[config.mk]
export PLATFORM = sky130hd
export DESIGN_NAME = spectrum_band_accumulator
export DESIGN_NICKNAME = d
export VERILOG_FILES = /design/src/rtl/spectrum_band_accumulator.sv
export SDC_FILE = /design/constraint.sdc
export NUM_CORES = 1
export LEC_CHECK = 0
export CAP_MARGIN = 40
export CORE_ASPECT_RATIO = 0.7
export CORE_UTILIZATION = 30
export DETAILED_ROUTE_END_ITERATION = 8
export GPL_TIMING_DRIVEN = 0
export PLACE_DENSITY = 0.47
export SYNTH_ARGS = -nofsm -noshare
export SYNTH_HDL_FRONTEND = slang
export SYNTH_SLANG_ARGS = --single-unit
[constraint.sdc]
create_clock -name clk -period 8.6 [get_ports clk]
set_clock_uncertainty 0.1 [all_clocks]
set_input_delay 1.29 -clock clk [delete_from_list [all_inputs] [get_ports clk]]
set_output_delay 1.29 -clock clk [all_outputs]
set_load 0.01 [all_outputs]
[src/rtl/spectrum_band_accumulator.sv]
// -----------------------------------------------------------------------------
// spectrum_band_accumulator
//
// Groups the per-bin FFT magnitude stream into 8 bands of (1 << LOG2_BPB)
// consecutive bins. Each band is averaged and saturated to 12 bits. The result
// is then peak-fall smoothed: a rising band jumps straight up, and a falling
// band drops by at most DECAY per frame. All 8 bands are published together
// with a one-cycle valid strobe.
//
// Ports
//   clk                  clock
//   rst_n                asynchronous active-low reset
//   bin_valid            bin_mag / bin_last valid this cycle
//   bin_ready            block accepts a bin (low only during the publish cycle)
//   bin_mag[15:0]        unsigned bin magnitude
//   bin_last             final bin of the FFT frame
//   spectrum_data_packed band k at [12k+11:12k], band 0 = lowest frequency
//   spectrum_valid       one-cycle pulse when spectrum_data_packed was updated
//   frame_err            one-cycle pulse on a short or long frame
// -----------------------------------------------------------------------------
module spectrum_band_accumulator #(
   parameter int LOG2_BPB = 3,
   parameter int DECAY    = 16
) (
   input  logic        clk,
   input  logic        rst_n,
   input  logic        bin_valid,
   output logic        bin_ready,
   input  logic [15:0] bin_mag,
   input  logic        bin_last,
   output logic [95:0] spectrum_data_packed,
   output logic        spectrum_valid,
   output logic        frame_err
);

   localparam int IDX_W  = LOG2_BPB + 3;
   localparam int ACC_W  = 16 + LOG2_BPB;
   localparam int N_BINS = 8 << LOG2_BPB;

   localparam logic [IDX_W-1:0] BAND_MASK = IDX_W'((1 << LOG2_BPB) - 1);
   localparam logic [IDX_W-1:0] LAST_IDX  = IDX_W'(N_BINS - 1);
   localparam logic [ACC_W-1:0] SAT_MAX   = ACC_W'(4095);
   localparam logic [11:0]      DECAY_Q   = 12'(DECAY);

   typedef enum logic [1:0] {
      ST_ACCUM   = 2'd0,
      ST_PUBLISH = 2'd1,
      ST_RESYNC  = 2'd2
   } state_t;

   state_t            state_reg, state_next;
   logic [IDX_W-1:0]  bin_idx_reg;
   logic [ACC_W-1:0]  acc_reg;
   logic              valid_reg;
   logic              err_reg;

   logic              transfer;
   logic              accum_en;
   logic              good_frame;
   logic              short_frame;
   logic              long_frame;
   logic              band_end;
   logic              frame_end;
   logic [2:0]        band_idx;
   logic [ACC_W-1:0]  acc_sum;
   logic [ACC_W-1:0]  avg_full;
   logic [11:0]       avg_sat;

   assign bin_ready = (state_reg != ST_PUBLISH);
   assign transfer  = bin_valid && bin_ready;

   // The accumulator is wide enough for a full band of 0xFFFF bins, so the sum
   // itself never wraps; saturation is applied only to the averaged value.
   assign acc_sum   = acc_reg + ACC_W'(bin_mag);
   assign avg_full  = acc_sum >> LOG2_BPB;
   assign avg_sat   = (avg_full > SAT_MAX) ? 12'hFFF : avg_full[11:0];

   assign band_end  = ((bin_idx_reg & BAND_MASK) == BAND_MASK);
   assign frame_end = (bin_idx_reg == LAST_IDX);
   assign band_idx  = 3'(bin_idx_reg >> LOG2_BPB);

   // ------------------------------------------------------------------ FSM
   always_ff @(posedge clk or negedge rst_n) begin
      if (!rst_n) begin
         state_reg <= ST_ACCUM;
      end else begin
         state_reg <= state_next;
      end
   end

   always_comb begin
      state_next  = state_reg;
      accum_en    = 1'b0;
      good_frame  = 1'b0;
      short_frame = 1'b0;
      long_frame  = 1'b0;
      case (state_reg)
         ST_ACCUM: begin
            if (transfer) begin
               accum_en = 1'b1;
               if (bin_last && frame_end) begin
                  good_frame = 1'b1;
                  state_next = ST_PUBLISH;
               end else if (bin_last) begin
                  short_frame = 1'b1;
               end else if (frame_end) begin
                  // Frame ran past N_BINS: drop everything up to the next bin_last.
                  long_frame = 1'b1;
                  state_next = ST_RESYNC;
               end
            end
         end
         ST_RESYNC: begin
            if (transfer && bin_last) begin
               state_next = ST_ACCUM;
            end
         end
         ST_PUBLISH: begin
            state_next = ST_ACCUM;
         end
         default: begin
            state_next = ST_ACCUM;
         end
      endcase
   end

   // ------------------------------------------------------- bin bookkeeping
   always_ff @(posedge clk or negedge rst_n) begin
      if (!rst_n) begin
         bin_idx_reg <= '0;
         acc_reg     <= '0;
         valid_reg   <= 1'b0;
         err_reg     <= 1'b0;
      end else begin
         err_reg   <= short_frame || long_frame;
         valid_reg <= (state_reg == ST_PUBLISH);

         if (accum_en) begin
            if (band_end || short_frame || long_frame) begin
               acc_reg <= '0;
            end else begin
               acc_reg <= acc_sum;
            end

            if (good_frame || short_frame || long_frame) begin
               bin_idx_reg <= '0;
            end else begin
               bin_idx_reg <= bin_idx_reg + IDX_W'(1);
            end
         end

         if (state_reg == ST_RESYNC && transfer && bin_last) begin
            bin_idx_reg <= '0;
         end
      end
   end

   // ------------------------------------------------- per-band stage + output
   // A short or long frame may leave partially written stage entries behind;
   // that is harmless because every good frame rewrites all 8 entries before
   // it reaches PUBLISH.
   generate
      for (genvar gi = 0; gi < 8; gi++) begin : gen_band
         logic [11:0] stage_reg;
         logic [11:0] field_reg;
         logic [11:0] field_decayed;
         logic [11:0] field_next;

         always_ff @(posedge clk or negedge rst_n) begin
            if (!rst_n) begin
               stage_reg <= '0;
            end else if (accum_en && band_end && band_idx == 3'(gi)) begin
               stage_reg <= avg_sat;
            end
         end

         // old - DECAY, floored at zero so a small value can never wrap high.
         assign field_decayed = (field_reg > DECAY_Q) ? (field_reg - DECAY_Q) : 12'd0;

         always_comb begin
            field_next = stage_reg;
            if (stage_reg < field_reg && field_decayed > stage_reg) begin
               field_next = field_decayed;
            end
         end

         always_ff @(posedge clk or negedge rst_n) begin
            if (!rst_n) begin
               field_reg <= '0;
            end else if (state_reg == ST_PUBLISH) begin
               field_reg <= field_next;
            end
         end

         assign spectrum_data_packed[12*gi +: 12] = field_reg;
      end
   endgenerate

   assign spectrum_valid = valid_reg;
   assign frame_err      = err_reg;

endmodule

[Word level (Yosys, flattened, before mapping)]
Index checks and enable logic that the tools add are counted.
Storage, ports and cells
  input port bits: 20
  word-level logic and storage cells: 144
  output and inout port bits: 99
  flip-flop bits (word level): 221
Cells by class
  multiplexer cells: 41
  equality and inequality tests: 16
  add/sub/neg operators: 10
  reductions and logical operators: 31
  order comparisons: 25
Operators by type and width (number)
  $mux W12: 17
  $gt A12 B12 Y1: 8
  $gt A12 B5 Y1 const B: 8
  $lt A12 B12 Y1: 8
  $sub A12 B5 Y12 const B: 8
  $logic_and A1 B1 Y1: 22
  $add A19 B16 Y19: 1
  $mux W19: 1
  $mux W6: 3
  $gt A16 B12 Y1 const B: 1
  $eq A3 B3 Y1 const B: 5
  $mux W1: 14
  $mux W2: 5
  $add A6 B1 Y6 const B: 1
  $eq A3 B2 Y1 const B: 2
  $eq A6 B6 Y1 const B: 1
  $ne A3 B3 Y1 const B: 2
  $logic_or A1 B1 Y1: 5
  $ne A2 B2 Y1 const B: 2
  $pmux W2 S2: 1
  $reduce_and A4 Y1: 1
  $eq A3 B1 Y1 const B: 1
  $logic_not A3 Y1: 1
  $eq A2 B1 Y1 const B: 1
  4 further kinds: 4

[Depth between registers and ports, before layout]
  word-level depth: 10
  mapped depth: 16

[Worst setup path after synthesis]
Ideal clock, no wire load.
  kind: input-to-reg
  start: input port bin_mag[8]
  end: register gen_band[5].stage_reg[0]
  cell stages on the path: 11
  arrival time: 3.577 ns
  slack: 4.786 ns
  required time: 8.363 ns
  path through: ha_1 buf_2 a211oi_1 nor2_1 a211oi_1 o221ai_1 xnor2_1 a2111o_1 buf_6 nor3_4 a21oi_1
Between the ends
  word-level cells in the longest chain between the ends: 3
Ends and longest elaborated chain
  start: declaration: RTL line 29  | input logic [15:0] bin_mag,
  $add A19 B16 Y19: RTL line 74  | assign acc_sum = acc_reg + ACC_W'(bin_mag);
  $gt A16 B12 Y1: RTL line 76  | assign avg_sat = (avg_full > SAT_MAX) ? 12'hFFF : avg_full[11:0];
  $mux W12: RTL line 76
  end signal: assignment: RTL line 173  | stage_reg <= avg_sat;
  end: declaration: RTL line 164  | logic [11:0] stage_reg;
No other way between the ends.
A chain may end at the register's enable or synchronous reset.

[Final worst setup path]
  start: input port bin_mag[6]
  end: register gen_band[0].stage_reg[3]
Between the ends
  word-level cells in the longest chain between the ends: 3
Ends and longest elaborated chain (RTL line)
  $add A19 B16 Y19 (*): 74
  $gt A16 B12 Y1: 76
  $mux W12 (*): 76
  end signal: assignment: 173
  end: declaration: 164
Every way passes the cells marked *; elsewhere a longest branch is shown, timed or not.

==> summary.md <==
| Metric | Value |
|---|---|
| Synth cell types | 53 |
| # IOs | roughly 120 |
| Die Ht | 193 um |
| Hold Crit Depth | 1 |
| Synth Instances | between 1500 and 2000 |
| Crit path top cell by count | a21oi_1 |
| Hold buffers post-CTS | 0 |
| Worst Path Required | 8.88 ns |
| Clk Latency, worst-skew pair | roughly 0.55 ns |
| Synth warn | 0 |
| CP delay by family, top | compound AO/OA/AOI/OAI gates |
| PortBufs | 118 |
| Status | complete, no violations |
| Critical Path End Type | flop |
| Initial DRT Pass Iterations | 5 |
| Core region area | between 50000 and 60000 um^2 |
| Post-route setup TNS | 0 ns |
| Post-synth top area share | 35.3% |
| # resized after CTS | 0 |
| Power density over cell area | 192 nW/um^2 |
| Max incr delay on CP | about 0.74 ns |
| Area growth syn-to-layout | 19.3% |
| Total track usage | 18.3% |
| RSZ-0062 raised after global routing | false |
| Footprint of the multi-input gates | ~9000 um^2 |
| Die area | approximately 53000 um^2 |
| Critical path arrival | between 5 and 6 ns |
| Antenna-violating nets left | 0 |
| Flops & latches, synth | 221 |
| Post-CTS Setup Bufs | 0 |
| DR DRC count | 0 |
| Leak Pwr | 8.82 nW |
| Slew @ Worst Pin | 0.924 ns |
| Worst setup path class | in -> reg |
| Global placer's final weighted congestion | 0.852 |
| Net count, final | between 2000 and 2500 |
| Reg area | 5530 um^2 |
| Pins Over Slew Limit | 0 |
| Crit start category | input port |
| Post-synth EDFFs | 0 |
| Final period util | 55.0% |
| DR vias | 13400 |
| Synth top cells by count | dfrtp_1, nor2_1, ha_1, inv_1, a21oi_1 |
| # setup viols final | 0 |
| Largest net degree at the start of global routing | 100 |
| CTS tree | yes |
| Worst vdd ir | ~0.20 mV |
| Row cnt | 69 |
| Clock sink count | roughly 220 |
| Synth area leader | dfrtp_1 |
| Die Wd | 275 um |
| Clock Tree Root | clkbuf_16 |
| Vias per std cell | 5.08 |
| Starting DRC count in detailed routing | ~900 |
| Sequential cell area fraction in the yosys report | between 30% and 40% |
| Synthesized cell area | 15700 um^2 |
| Peak Freq | roughly 210 MHz |
| Register-to-Register Path Depth | 15 |
| WL final | 48500 um |
| Overall power | 3.59 mW |
| CP Cell Sequence | clkdlybuf4s50_1 -> ha_1 -> a21oi_1 -> o211ai_1 -> a211oi_1 -> o221ai_1 -> xnor2_1 -> a2111o_1 -> buf_6 -> nor3_4 -> a21oi_1 |
| Layout cells sized above 1 | 4.02% |
| Synthesized Nets | 2036 |
| Worst slew margin | 37.9% |
| CP max-delay cell | nor3_4 |
| Top cells by area, synth | dfrtp_1, ha_1, nor2_1 |
| Antenna diode count | 0 |
| Syn Area/Cell | 8.72 um^2 |
| Reg clk slew, reported paths | ~0.06 ns |
| CTS Buffer Depth | 3 |
| Fill count | 5180 |
| Final hold violations | 0 |
| WL/cell | 18.4 um |
| Vias in the first global route | 13300 |
| GR Overflow Total | 0 |
| Hold crit path type | reg -> reg |
| Most frequent cell after synthesis | dfrtp_1 |
| Ys async rst share | 100% |
| First-pass GRT wire length | just under 80000 um |
| Ys flop type | dfrtp_1 |
| Minimum clock period | 4.73 ns |
| Worst Path Buf+Inv | 2 |
| Antenna violations before repair | 3 |
| H-tree depth | 1 |
| Critical path depth in cells | 11 |
| Maxcap violations | 0 |
| Reg-to-reg setup timing slack | 4.18 ns |
| Post-DP HPWL | 36300 um |
| CP max FO | 10 |
| TritonCTS Buffers | 26 |
| Initial core utilization | 30.6% |
## worst reg2reg max path: cells and delay by family (launching register included)
family	cells	cell delay [ns]
and+or+nand+nor	7	1.67
adders and majority gates	1	0.32
buffers and inverters	1	0.44
DFF	1	0.46
AOI/OAI and AO/OA	6	1.38
## metal layers
layer	wire [um]	global-route usage, %
met4	838	3.50
met2	20100	26.7
met1	25600	28.6
met5	0	0
met3	1930	2.32
## final cells by class
| class | count | area share [%] |
|---|---|---|
| Tap cell | 674 | 4.51 |
| Timing Repair Buffer | 125 | 6.84 |
| Clock inverter | 7 | 0.602 |
| Sequential cell | 221 | 29.6 |
| Multi-Input combinational cell | 1335 | 49.4 |
| Clock buffer | 37 | 4.19 |
| Inverter | 186 | 3.73 |
| Buffer | 55 | 1.20 |
## final timing paths
path | start | end
worst max-delay path | bin_mag[6] | gen_band[0].stage_reg[3]
worst min-delay path | state_reg[0] | state_reg[1]
worst max register to register | gen_band[6].field_reg[6] | gen_band[6].field_reg[2]
worst min register to register | state_reg[0] | state_reg[1]
max in group asynchronous | rst_n | gen_band[0].field_reg[1]
min in group asynchronous | rst_n | gen_band[4].field_reg[11]
## cells in the final DEF (no fill, tap or decap), drive strengths merged, types with 3 or more instances in the layout
master	instances
a21o	58
xnor2	41
bufinv	3
nand2	125
dfrtp	221
and3	4
nand4	30
or3	11
a221o	4
nor2	221
nor4	10
a22o	42
o2111ai	7
o221ai	3
or2	7
ha	218
a31oi	25
buf	17
nor2b	9
mux2i	64
o21ai	109
a211oi	14
nand2b	23
clkbuf	83
o211ai	8
o31ai	8
inv	186
a211o	8
xor2	7
nor3	60
clkdlybuf4s50	117
clkinv	3
a21oi	154
o21a	16
nand3	31
## power by group
| group | internal (mW) | total, mW | switching (mW) | leakage, nW |
|---|---|---|---|---|
| logic | 0.365 | 1.22 | 0.858 | 5.34 |
| clock network | 0.717 | 1.18 | 0.468 | 0.441 |
| registers | 1.11 | 1.18 | 0.0703 | 3.05 |
## metrics by stage
step | hold slack [ns] | cells | instance area (um^2) | setup slack (ns) | util, %
after CTS | 0.366 | 2640 | 18700 | 3.89 | 36.5
after global routing | 0.382 | 2640 | 18700 | 3.68 | 36.5
final | 0.365 | 2640 | 18700 | 3.87 | 36.5
after floorplan | 0.317 | 1797 | 15700 | 4.79 | -
after global placement | 0.336 | 2589 | 17700 | -4.07 | 34.6
after detailed placement | 0.352 | 2596 | 17800 | 3.31 | 34.8
## cells by family after synthesis
family | after synthesis | synth area share (%)
XOR/XNOR | 48 | 2.68
adder cells (fa/ha/maj) | 219 | 17.5
buffers and inverters | 241 | 5.89
AND/OR/NAND/NOR | 537 | 16.0
multiplexers | 64 | 4.09
AO/OA/AOI/OAI | 467 | 18.6
flip-flops | 221 | 35.3
Note: power is estimated with default switching activity, not from simulation.
